File: config.mk
export PLATFORM = sky130hd
export DESIGN_NAME = diff_counter
export DESIGN_NICKNAME = d
export VERILOG_FILES = /design/src/rtl/diff_counter_pkg.sv /design/src/rtl/diff_counter_btn_conditioner.sv /design/src/rtl/diff_counter.sv
export SDC_FILE = /design/constraint.sdc
export NUM_CORES = 1
export LEC_CHECK = 0
export BUFFER_PORTS_ARGS = -buffer_cell sky130_fd_sc_hd__buf_2
export CORE_ASPECT_RATIO = 2
export CORE_MARGIN = 1.5
export CORE_UTILIZATION = 31
export DETAILED_ROUTE_END_ITERATION = 12
export GPL_ROUTABILITY_DRIVEN = 0
export GPL_TIMING_DRIVEN = 0
export PLACE_DENSITY_LB_ADDON = 0.15
export SYNTH_ARGS = -nofsm -noshare
export SYNTH_HDL_FRONTEND = slang
export SYNTH_SLANG_ARGS = --single-unit
File: constraint.sdc
create_clock -name clk -period 4.7 [get_ports clk]
set_input_delay 0.47 -clock clk [delete_from_list [all_inputs] [get_ports clk]]
set_output_delay 0.47 -clock clk [all_outputs]
set_load 0.02 [all_outputs]
File: src/rtl/diff_counter_pkg.sv
// Shared definitions for the up/down sign-magnitude counter and its button conditioners.
package diff_counter_pkg;

  localparam int unsigned MAG_W    = 4;
  localparam logic        SIGN_NEG = 1'b1;

  typedef enum logic [1:0] {
    ST_IDLE   = 2'd0,
    ST_HOLD   = 2'd1,
    ST_REPEAT = 2'd2
  } step_state_e;

  function automatic int unsigned max3(input int unsigned a, input int unsigned b,
                                       input int unsigned c);
    int unsigned m;
    m = (a > b) ? a : b;
    return (m > c) ? m : c;
  endfunction

endpackage

File: src/rtl/diff_counter_btn_conditioner.sv
// Raw push-button to step pulses: 2-FF synchroniser, debouncer, press/hold/auto-repeat FSM.
module btn_conditioner
  import diff_counter_pkg::*;
#(
  parameter int unsigned DEBOUNCE_CYCLES = 50000,
  parameter int unsigned HOLD_CYCLES     = 25000000,
  parameter int unsigned REPEAT_CYCLES   = 5000000
) (
  input  logic clk,
  input  logic reset,
  input  logic btn,
  output logic step
);

  localparam int unsigned MAX_CYC = max3(DEBOUNCE_CYCLES, HOLD_CYCLES, REPEAT_CYCLES);
  localparam int unsigned CNT_W   = $clog2(MAX_CYC + 1);

  localparam logic [CNT_W-1:0] DB_LAST  = CNT_W'(DEBOUNCE_CYCLES - 1);
  localparam logic [CNT_W-1:0] HOLD_LD  = CNT_W'(HOLD_CYCLES - 1);
  localparam logic [CNT_W-1:0] REPT_LD  = CNT_W'(REPEAT_CYCLES - 1);

  logic [1:0]       sync_q;
  logic [1:0]       fill_q;
  logic             level_q;
  logic             armed_q;
  logic [CNT_W-1:0] db_cnt_q;

  step_state_e      state_q, state_d;
  logic [CNT_W-1:0] timer_q, timer_d;
  logic             step_q, step_d;

  // fill_q marks when sync_q holds real samples rather than reset zeros
  always_ff @(posedge clk or posedge reset) begin
    if (reset) begin
      sync_q <= '0;
      fill_q <= '0;
    end else begin
      sync_q <= {sync_q[0], btn};
      fill_q <= {fill_q[0], 1'b1};
    end
  end

  always_ff @(posedge clk or posedge reset) begin
    if (reset) begin
      level_q  <= 1'b0;
      db_cnt_q <= '0;
    end else if (sync_q[1] == level_q) begin
      db_cnt_q <= '0;
    end else if (db_cnt_q == DB_LAST) begin
      level_q  <= ~level_q;
      db_cnt_q <= '0;
    end else begin
      db_cnt_q <= db_cnt_q + CNT_W'(1);
    end
  end

  // A button held through reset must be seen released before it can step again
  always_ff @(posedge clk or posedge reset) begin
    if (reset) begin
      armed_q <= 1'b0;
    end else if (fill_q[1] && !sync_q[1] && !level_q) begin
      armed_q <= 1'b1;
    end
  end

  always_ff @(posedge clk or posedge reset) begin
    if (reset) begin
      state_q <= ST_IDLE;
      timer_q <= '0;
      step_q  <= 1'b0;
    end else begin
      state_q <= state_d;
      timer_q <= timer_d;
      step_q  <= step_d;
    end
  end

  always_comb begin
    state_d = state_q;
    timer_d = timer_q;
    step_d  = 1'b0;
    case (state_q)
      ST_IDLE: begin
        if (level_q && armed_q) begin
          step_d  = 1'b1;
          state_d = ST_HOLD;
          timer_d = HOLD_LD;
        end
      end
      ST_HOLD, ST_REPEAT: begin
        if (!level_q) begin
          state_d = ST_IDLE;
        end else if (timer_q == '0) begin
          step_d  = 1'b1;
          state_d = ST_REPEAT;
          timer_d = REPT_LD;
        end else begin
          timer_d = timer_q - CNT_W'(1);
        end
      end
      default: state_d = ST_IDLE;
    endcase
  end

  assign step = step_q;

endmodule

File: src/rtl/diff_counter.sv
// Saturating sign-magnitude up/down counter driven by two debounced, auto-repeating buttons.
module diff_counter
  import diff_counter_pkg::*;
#(
  parameter int unsigned DEBOUNCE_CYCLES = 50000,
  parameter int unsigned HOLD_CYCLES     = 25000000,
  parameter int unsigned REPEAT_CYCLES   = 5000000,
  parameter int unsigned MAX_MAG         = 15
) (
  input  logic             clk,
  input  logic             reset,
  input  logic             btn_up,
  input  logic             btn_down,
  input  logic             clear,
  output logic [MAG_W-1:0] diff,
  output logic             sinal,
  output logic             at_limit,
  output logic             changed
);

  localparam logic [MAG_W-1:0] MAX_M = MAG_W'(MAX_MAG);
  localparam logic [MAG_W-1:0] ONE_M = MAG_W'(1);

  logic             step_up, step_down;
  logic [MAG_W-1:0] diff_q, diff_d;
  logic             sinal_q, sinal_d;
  logic             at_limit_q, at_limit_d;
  logic             changed_q, changed_d;

  btn_conditioner #(
    .DEBOUNCE_CYCLES(DEBOUNCE_CYCLES),
    .HOLD_CYCLES    (HOLD_CYCLES),
    .REPEAT_CYCLES  (REPEAT_CYCLES)
  ) u_up (
    .clk  (clk),
    .reset(reset),
    .btn  (btn_up),
    .step (step_up)
  );

  btn_conditioner #(
    .DEBOUNCE_CYCLES(DEBOUNCE_CYCLES),
    .HOLD_CYCLES    (HOLD_CYCLES),
    .REPEAT_CYCLES  (REPEAT_CYCLES)
  ) u_down (
    .clk  (clk),
    .reset(reset),
    .btn  (btn_down),
    .step (step_down)
  );

  // Zero is always stored with a positive sign, so crossing zero flips the sign explicitly
  always_comb begin
    diff_d  = diff_q;
    sinal_d = sinal_q;
    if (clear) begin
      diff_d  = '0;
      sinal_d = ~SIGN_NEG;
    end else if (step_up && !step_down) begin
      if (sinal_q == SIGN_NEG && diff_q == ONE_M) begin
        diff_d  = '0;
        sinal_d = ~SIGN_NEG;
      end else if (sinal_q == SIGN_NEG) begin
        diff_d = diff_q - ONE_M;
      end else if (diff_q < MAX_M) begin
        diff_d = diff_q + ONE_M;
      end
    end else if (step_down && !step_up) begin
      if (sinal_q != SIGN_NEG && diff_q == '0) begin
        diff_d  = ONE_M;
        sinal_d = SIGN_NEG;
      end else if (sinal_q != SIGN_NEG) begin
        diff_d = diff_q - ONE_M;
      end else if (diff_q < MAX_M) begin
        diff_d = diff_q + ONE_M;
      end
    end
    changed_d  = (diff_d != diff_q) || (sinal_d != sinal_q);
    at_limit_d = (diff_d == MAX_M);
  end

  always_ff @(posedge clk or posedge reset) begin
    if (reset) begin
      diff_q     <= '0;
      sinal_q    <= ~SIGN_NEG;
      at_limit_q <= 1'b0;
      changed_q  <= 1'b0;
    end else begin
      diff_q     <= diff_d;
      sinal_q    <= sinal_d;
      at_limit_q <= at_limit_d;
      changed_q  <= changed_d;
    end
  end

  assign diff     = diff_q;
  assign sinal    = sinal_q;
  assign at_limit = at_limit_q;
  assign changed  = changed_q;

endmodule

* After elaboration in Yosys (flattened, before gate mapping)
Index checks and enable logic that the tools add are counted.
** Storage, ports and cells
- Register bits :: 125
- Output and inout port bits :: 7
- Input port bits :: 5
- Logic and storage cells :: 123
** Cells by class
- Muxes and demuxes :: 41
- Order comparisons :: 1
- Equality and inequality tests :: 18
- Bitwise logic cells :: 5
- Reduce and logical (&&, ||, !) cells :: 32
- Add/subtract/negate cells :: 6
** Operators with widths (number)
- $mux W25 :: 10
- $pmux W25 S2 :: 2
- $add A25 B1 Y25 const B :: 2
- $eq A25 B16 Y1 const B :: 2
- $logic_not A25 Y1 :: 2
- $sub A25 B1 Y25 const B :: 2
- $mux W4 :: 8
- $mux W2 :: 6
- $mux W1 :: 11
- $logic_and A1 B1 Y1 :: 10
- $ne A2 B1 Y1 const B :: 4
- $pmux W2 S2 :: 2
- $reduce_and A2 Y1 :: 4
- $logic_not A1 Y1 :: 6
- $ne A3 B3 Y1 const B :: 2
- $reduce_and A3 Y1 :: 2
- $not A1 Y1 :: 5
- $add A4 B1 Y4 const B :: 1
- $eq A2 B1 Y1 const B :: 2
- $eq A2 B2 Y1 const B :: 2
- $eq A4 B1 Y1 const B :: 1
- $eq A4 B4 Y1 const B :: 1
- $logic_not A2 Y1 :: 2
- $logic_not A4 Y1 :: 1
- other kinds (9) :: 13

* Depth between registers and ports, before layout
- Word-level depth :: 9
- Gate-level depth with buffers :: 10
- Gate-level depth less buffers :: 8

* Hierarchy
Synthesis repeated with hierarchy kept, for this count alone.
** Second synthesis, totals
- Cells, all modules :: 714
- Area, all modules :: 6830.3 µm²
** By module, submodules not included
- btn_conditioner :: times used 2, seq. area each 1476.4 µm², area each 3014.1 µm², cells each 308
- diff_counter :: times used 1, seq. area each 175.2 µm², area each 802.0 µm², cells each 98

* Worst setup path before layout
No wires, ideal clock.
- Path type :: reg-to-reg
- From :: register u_down.timer_q[13]
- To :: register u_down.state_q[0]
- Data arrival time :: 2.278 ns
- Required time :: 4.613 ns
- Buffers on the path :: 2
- Period minus slack after synthesis :: 2.365 ns
- Cell stages (with the launch flop) :: 9
- Path slack :: 2.335 ns
- Cell sequence :: dfrtp_1 or4_4 or4_1 buf_2 or3_4 buf_6 nand2_4 nand4_1 o211ai_1
** On the way
- Word-level cells in the longest chain between the ends :: 3
** RTL lines
- start, declared :: RTL line diff_counter_btn_conditioner.sv:29 : logic [CNT_W-1:0] timer_q, timer_d;
- start signal, assigned :: RTL line diff_counter_btn_conditioner.sv:73 : timer_q <= timer_d;
- $logic_not A25 Y1 :: RTL line diff_counter_btn_conditioner.sv:93 : end else if (timer_q == '0) begin
- $ne A3 B3 Y1 (no line)
- $reduce_and A2 Y1 (no line)
- end signal, assigned :: RTL line diff_counter_btn_conditioner.sv:72 : state_q <= state_d;
- end, declared :: RTL line diff_counter_btn_conditioner.sv:28 : step_state_e state_q, state_d;
No other way between the ends.
A chain may end at the register's enable or synchronous reset.

* Worst setup path after layout
- From :: register diff_q[1] (netlist: diff[1])
- To :: register changed_q (netlist: changed)
** On the way
- Word-level cells in the longest chain between the ends :: 9
- Elaborated cells on any way between the ends :: 23
- Classes of those cells :: 2 x add/sub; 1 x order compare; 3 x eq/ne; 13 x mux; 4 x reduce/logical
** RTL lines
- start, declared :: RTL line diff_counter.sv:25 : logic [MAG_W-1:0] diff_q, diff_d;
- start signal, assigned :: RTL line diff_counter.sv:89 : diff_q <= diff_d;
- $add A4 B1 Y4 or $lt A4 B4 Y1 (tied branches)
- $mux W4 :: RTL line diff_counter.sv:65, diff_counter.sv:74
- $mux W4 :: RTL line diff_counter.sv:72 : end else if (sinal_q != SIGN_NEG) begin
- $mux W4 :: RTL line diff_counter.sv:69 : if (sinal_q != SIGN_NEG && diff_q == '0) begin
- $mux W4 :: RTL line diff_counter.sv:68 : end else if (step_down && !step_up) begin
- $mux W4 :: RTL line diff_counter.sv:59 : end else if (step_up && !step_down) begin
- $mux W4 :: RTL line diff_counter.sv:56 : if (clear) begin
- $ne A4 B4 Y1 :: RTL line diff_counter.sv:78 : changed_d = (diff_d != diff_q) || (sinal_d != sinal_q);
- $logic_or A1 B1 Y1 * :: RTL line diff_counter.sv:78
- named net changed_d :: RTL line diff_counter.sv:28 : logic changed_q, changed_d;
- end signal, assigned :: RTL line diff_counter.sv:92 : changed_q <= changed_d;
- end, declared :: RTL line diff_counter.sv:28
Mark *: on every way through the listed nets, which the timed path passes. The rest lies on a longest branch.

==> metrics.md <==
| Metric | Value |
|---|---|
| Status | finished clean |
| Residual overflow from global routing | 0 |
| Seq cells post-synth | 123 |
| Syn. warnings | 0 |
| Final Cycle Share | 65.0% |
| Num CTS Buffers | 17 |
| Adder-cell area share of the yosys netlist | 2.55% |
| Hold Path Class | input port to async pin |
| Crit-path max FO | 9 |
| Main area contributors after synthesis | dfrtp_1 45%, nor2_1 6.7%, xor2_1 5.1%, xnor2_1 4.6%, nand2_1 3.2% |
| Setup repair bufs after CTS | 0 |
| First-pass GRT wire length | 29300 um |
| Initial Utilization | 31.7% |
| Final HPWL DP | 12500 um |
| Post-synth EDFFs | 0 |
| Worst-margin pin slew | 0.833 ns |
| Gate Count Post-Synth | 773 |
| Ys flop type | dfrtp_1 |
| DRT Wirelength | 17400 um |
| DRC Markers | 0 |
| Yosys top cell area share | 44.8% |
| Type of destination of the critical path | register |
| DR WL/cell | 16.0 um |
| Setup violators final | 0 |
| Count of cell types in the netlist | 66 |
| Clock tree from TritonCTS | done |
| GRT Util Overall | 16.5% |
| Power Density | 310 mW/mm2 |
| Data arrival, critical path | 3.31 ns |
| Fill cell count | 2301 |
| Die Width | 108 um |
| Worst vdd ir | 0.000165 V |
| Seq/Total Area, Yosys | 44.8% |
| Post-Syn Area | 0.00688 mm2 |
| Max cap viols | 0 |
| Clock-pin slew on the worst setup and hold paths | 0.05 ns |
| Initial antenna violation count | 0 |
| Vias in the first global route | 5828 |
| Simple-gate share of the synthesized area | 28.2% |
| Placed cell area | 0.00730 mm2 |
| FP Rows | 76 |
| Final ANT Viol Nets | 0 |
| Finished layout cell area | 0.00788 mm2 |
| Vias | 5602 |
| Nets | 823 |
| Diode count | 0 |
| Htree depth | 4 |
| Pleak | 3.50 nW |
| Slew margin rel. | 44.0% |
| Synth area leader | dfrtp_1 |
| Fin. Hold Viols | 0 |
| Die H | 214 um |
| Post-synth ARST share | 100% |
| Setup CP Type | register to register |
| Cts repair resizes | 0 |
| Hold_buf cts | 0 |
| Clk buf depth | 2 |
| Clock skew | 0.00763 ns |
| Die ar. | 0.0231 mm2 |
| Mean Syn Cell Area | 8.89 um2 |
| Main combinational cell family by area after synthesis | simple AND/OR/NAND/NOR gates |
| Worst-skew pair later-pin latency | 0.43 ns |
| Clock Sinks | 123 |
| I/O pin total | 12 |
| CP startpoint kind | register |
| Final worst slack | 1.64 ns |
| Pre-CTS setup slack | 1.74 ns |
| Root Driver | clkbuf_16 |
| Mux share of post-synthesis cell area | 0.619% |
| Core Footprint | 0.0217 mm2 |
| Final Slew Violations | 0 |
| Post-synthesis xor/xnor area fraction | 9.68% |
| Tmin final | 3.06 ns |
| Share of cells above drive strength 1 | 8.10% |
| Critical path required time | 4.95 ns |
| Vias per cell | 5.15 |
| Port buffer count | 11 |
| Post-synthesis compound-gate area fraction | 9.92% |
| Layout area overhead | 14.6% |
| Synth Net Count | 792 |
| Fmax | 327 MHz |
| Largest net degree at the start of global routing | 78 |
| Initial DRC Count | 186 |
| RSZ-0062 raised after global routing | false |
| Drt pass-1 iters | 4 |
## flip-flops by register name, indices dropped and copies added (netlist names)
| name | flops |
|---|---|
| u_down.db_cnt_q | 25 |
| u_down.timer_q | 25 |
| u_up.db_cnt_q | 25 |
| u_up.timer_q | 25 |
| diff | 4 |
| u_down.fill_q | 2 |
| u_down.state_q | 2 |
| u_down.sync_q | 2 |
| u_up.state_q | 2 |
| u_up.sync_q | 2 |
| at_limit | 1 |
| changed | 1 |
| sinal | 1 |
| u_down.armed_q | 1 |
| u_down.level_q | 1 |
| u_down.step | 1 |
| u_up.armed_q | 1 |
| u_up.level_q | 1 |
| u_up.step | 1 |
## routing by layer
metal	global-route usage [%]	share of wire, %	up-vias
li1	-	-	2752
met1	16.4	37	2718
met2	31.6	57	96
met3	3.83	2.7	36
met4	7.99	3.2	0
met5	0	0	-
## per-stage QoR
step           power (mW)  util, %  instances  hold WS [ns]  TNS (ns)
3_3_place_gp         1.16     33.5       1057         0.332   -111.28
2_1_floorplan        1.14        -        773         0.331         0
4_1_cts              2.48     36.4       1088        0.0895         0
3_5_place_dp         1.16     33.7       1058         0.342         0
5_1_grt              2.53     36.4       1088         0.111         0
6_report             2.44     36.4       1088        0.0802         0
## Yosys cell counts (all sizes together), types with 12 or more instances
cell type	instances
inv	37
nand3	40
nor4	21
nand2b	12
clkbuf	28
nand4	20
a21oi	37
ha	14
o21ai	23
dfrtp	123
nor2	123
xnor2	36
nor3	27
xor2	40
nand2	60
## cell type report
class | instances | area [um2] | share of cell area, %
sequential | 123 | 3080 | 39.1
tap | 273 | 342 | 4.33
timing repair buffer | 12 | 82.6 | 1.05
buffer | 35 | 150 | 1.91
inverter | 37 | 144 | 1.83
multi-input combinational | 578 | 3510 | 44.5
clock buffer | 22 | 484 | 6.14
clock inverter | 8 | 92.6 | 1.17
## path summary, 6_finish.rpt
path / cells past startpoint / slack, ns / to / start
worst max register to register: 9 / 1.64 / changed / diff[1]
max in group asynchronous: 3 / 3.90 / u_down.db_cnt_q[7] / reset
worst min register to register: 0 / 0.35 / u_down.fill_q[1] / u_down.fill_q[0]
worst max-delay path: 9 / 1.64 / changed / diff[1]
worst min-delay path: 2 / 0.08 / u_up.timer_q[6] / reset
min in group clk: 1 / 0.15 / u_down.sync_q[0] / btn_down
## report_power, final
part / internal, mW / switching, mW
clock network: 0.824 / 0.474
logic: 0.0179 / 0.0502
registers: 1.07 / 0.00684
total: 1.91 / 0.531
## cells in the final DEF, fill, tap and decap left out, drive strengths merged, types with 5 or more instances in the layout
cell	Yosys	routed
or4	9	9
nor2b	10	10
o31ai	7	7
nand3	40	40
a31oi	7	7
ha	14	14
or3	6	6
nor4b	7	7
nor4	21	21
dfrtp	123	123
a21oi	37	37
clkbuf	28	50
nor2	123	123
clkinv	0	5
xor2	40	40
buf	7	19
nand2b	12	12
nand4	20	20
nor3	27	27
and3	10	10
o21ai	23	23
or2	5	5
inv	37	37
xnor2	36	36
and4	5	5
nand2	60	60
## worst max-delay path, stage by stage (launching register included)
cell and delay, ns:
dfrtp_1 0.39, clkbuf_1 0.23, inv_1 0.18, ha_1 0.29, nor3b_1 0.63, nor4_1 0.10
a311oi_1 0.50, mux2i_1 0.24, and3_1 0.16, nand3_1 0.16
## kinds of logic after synthesis
group,Yosys count
compound gates,108
xor+xnor,76
fa+ha+maj,14
buf+inv,72
flops,123
mux,4
other cells,1
simple gates,375
(Power assumes the default switching activity.)
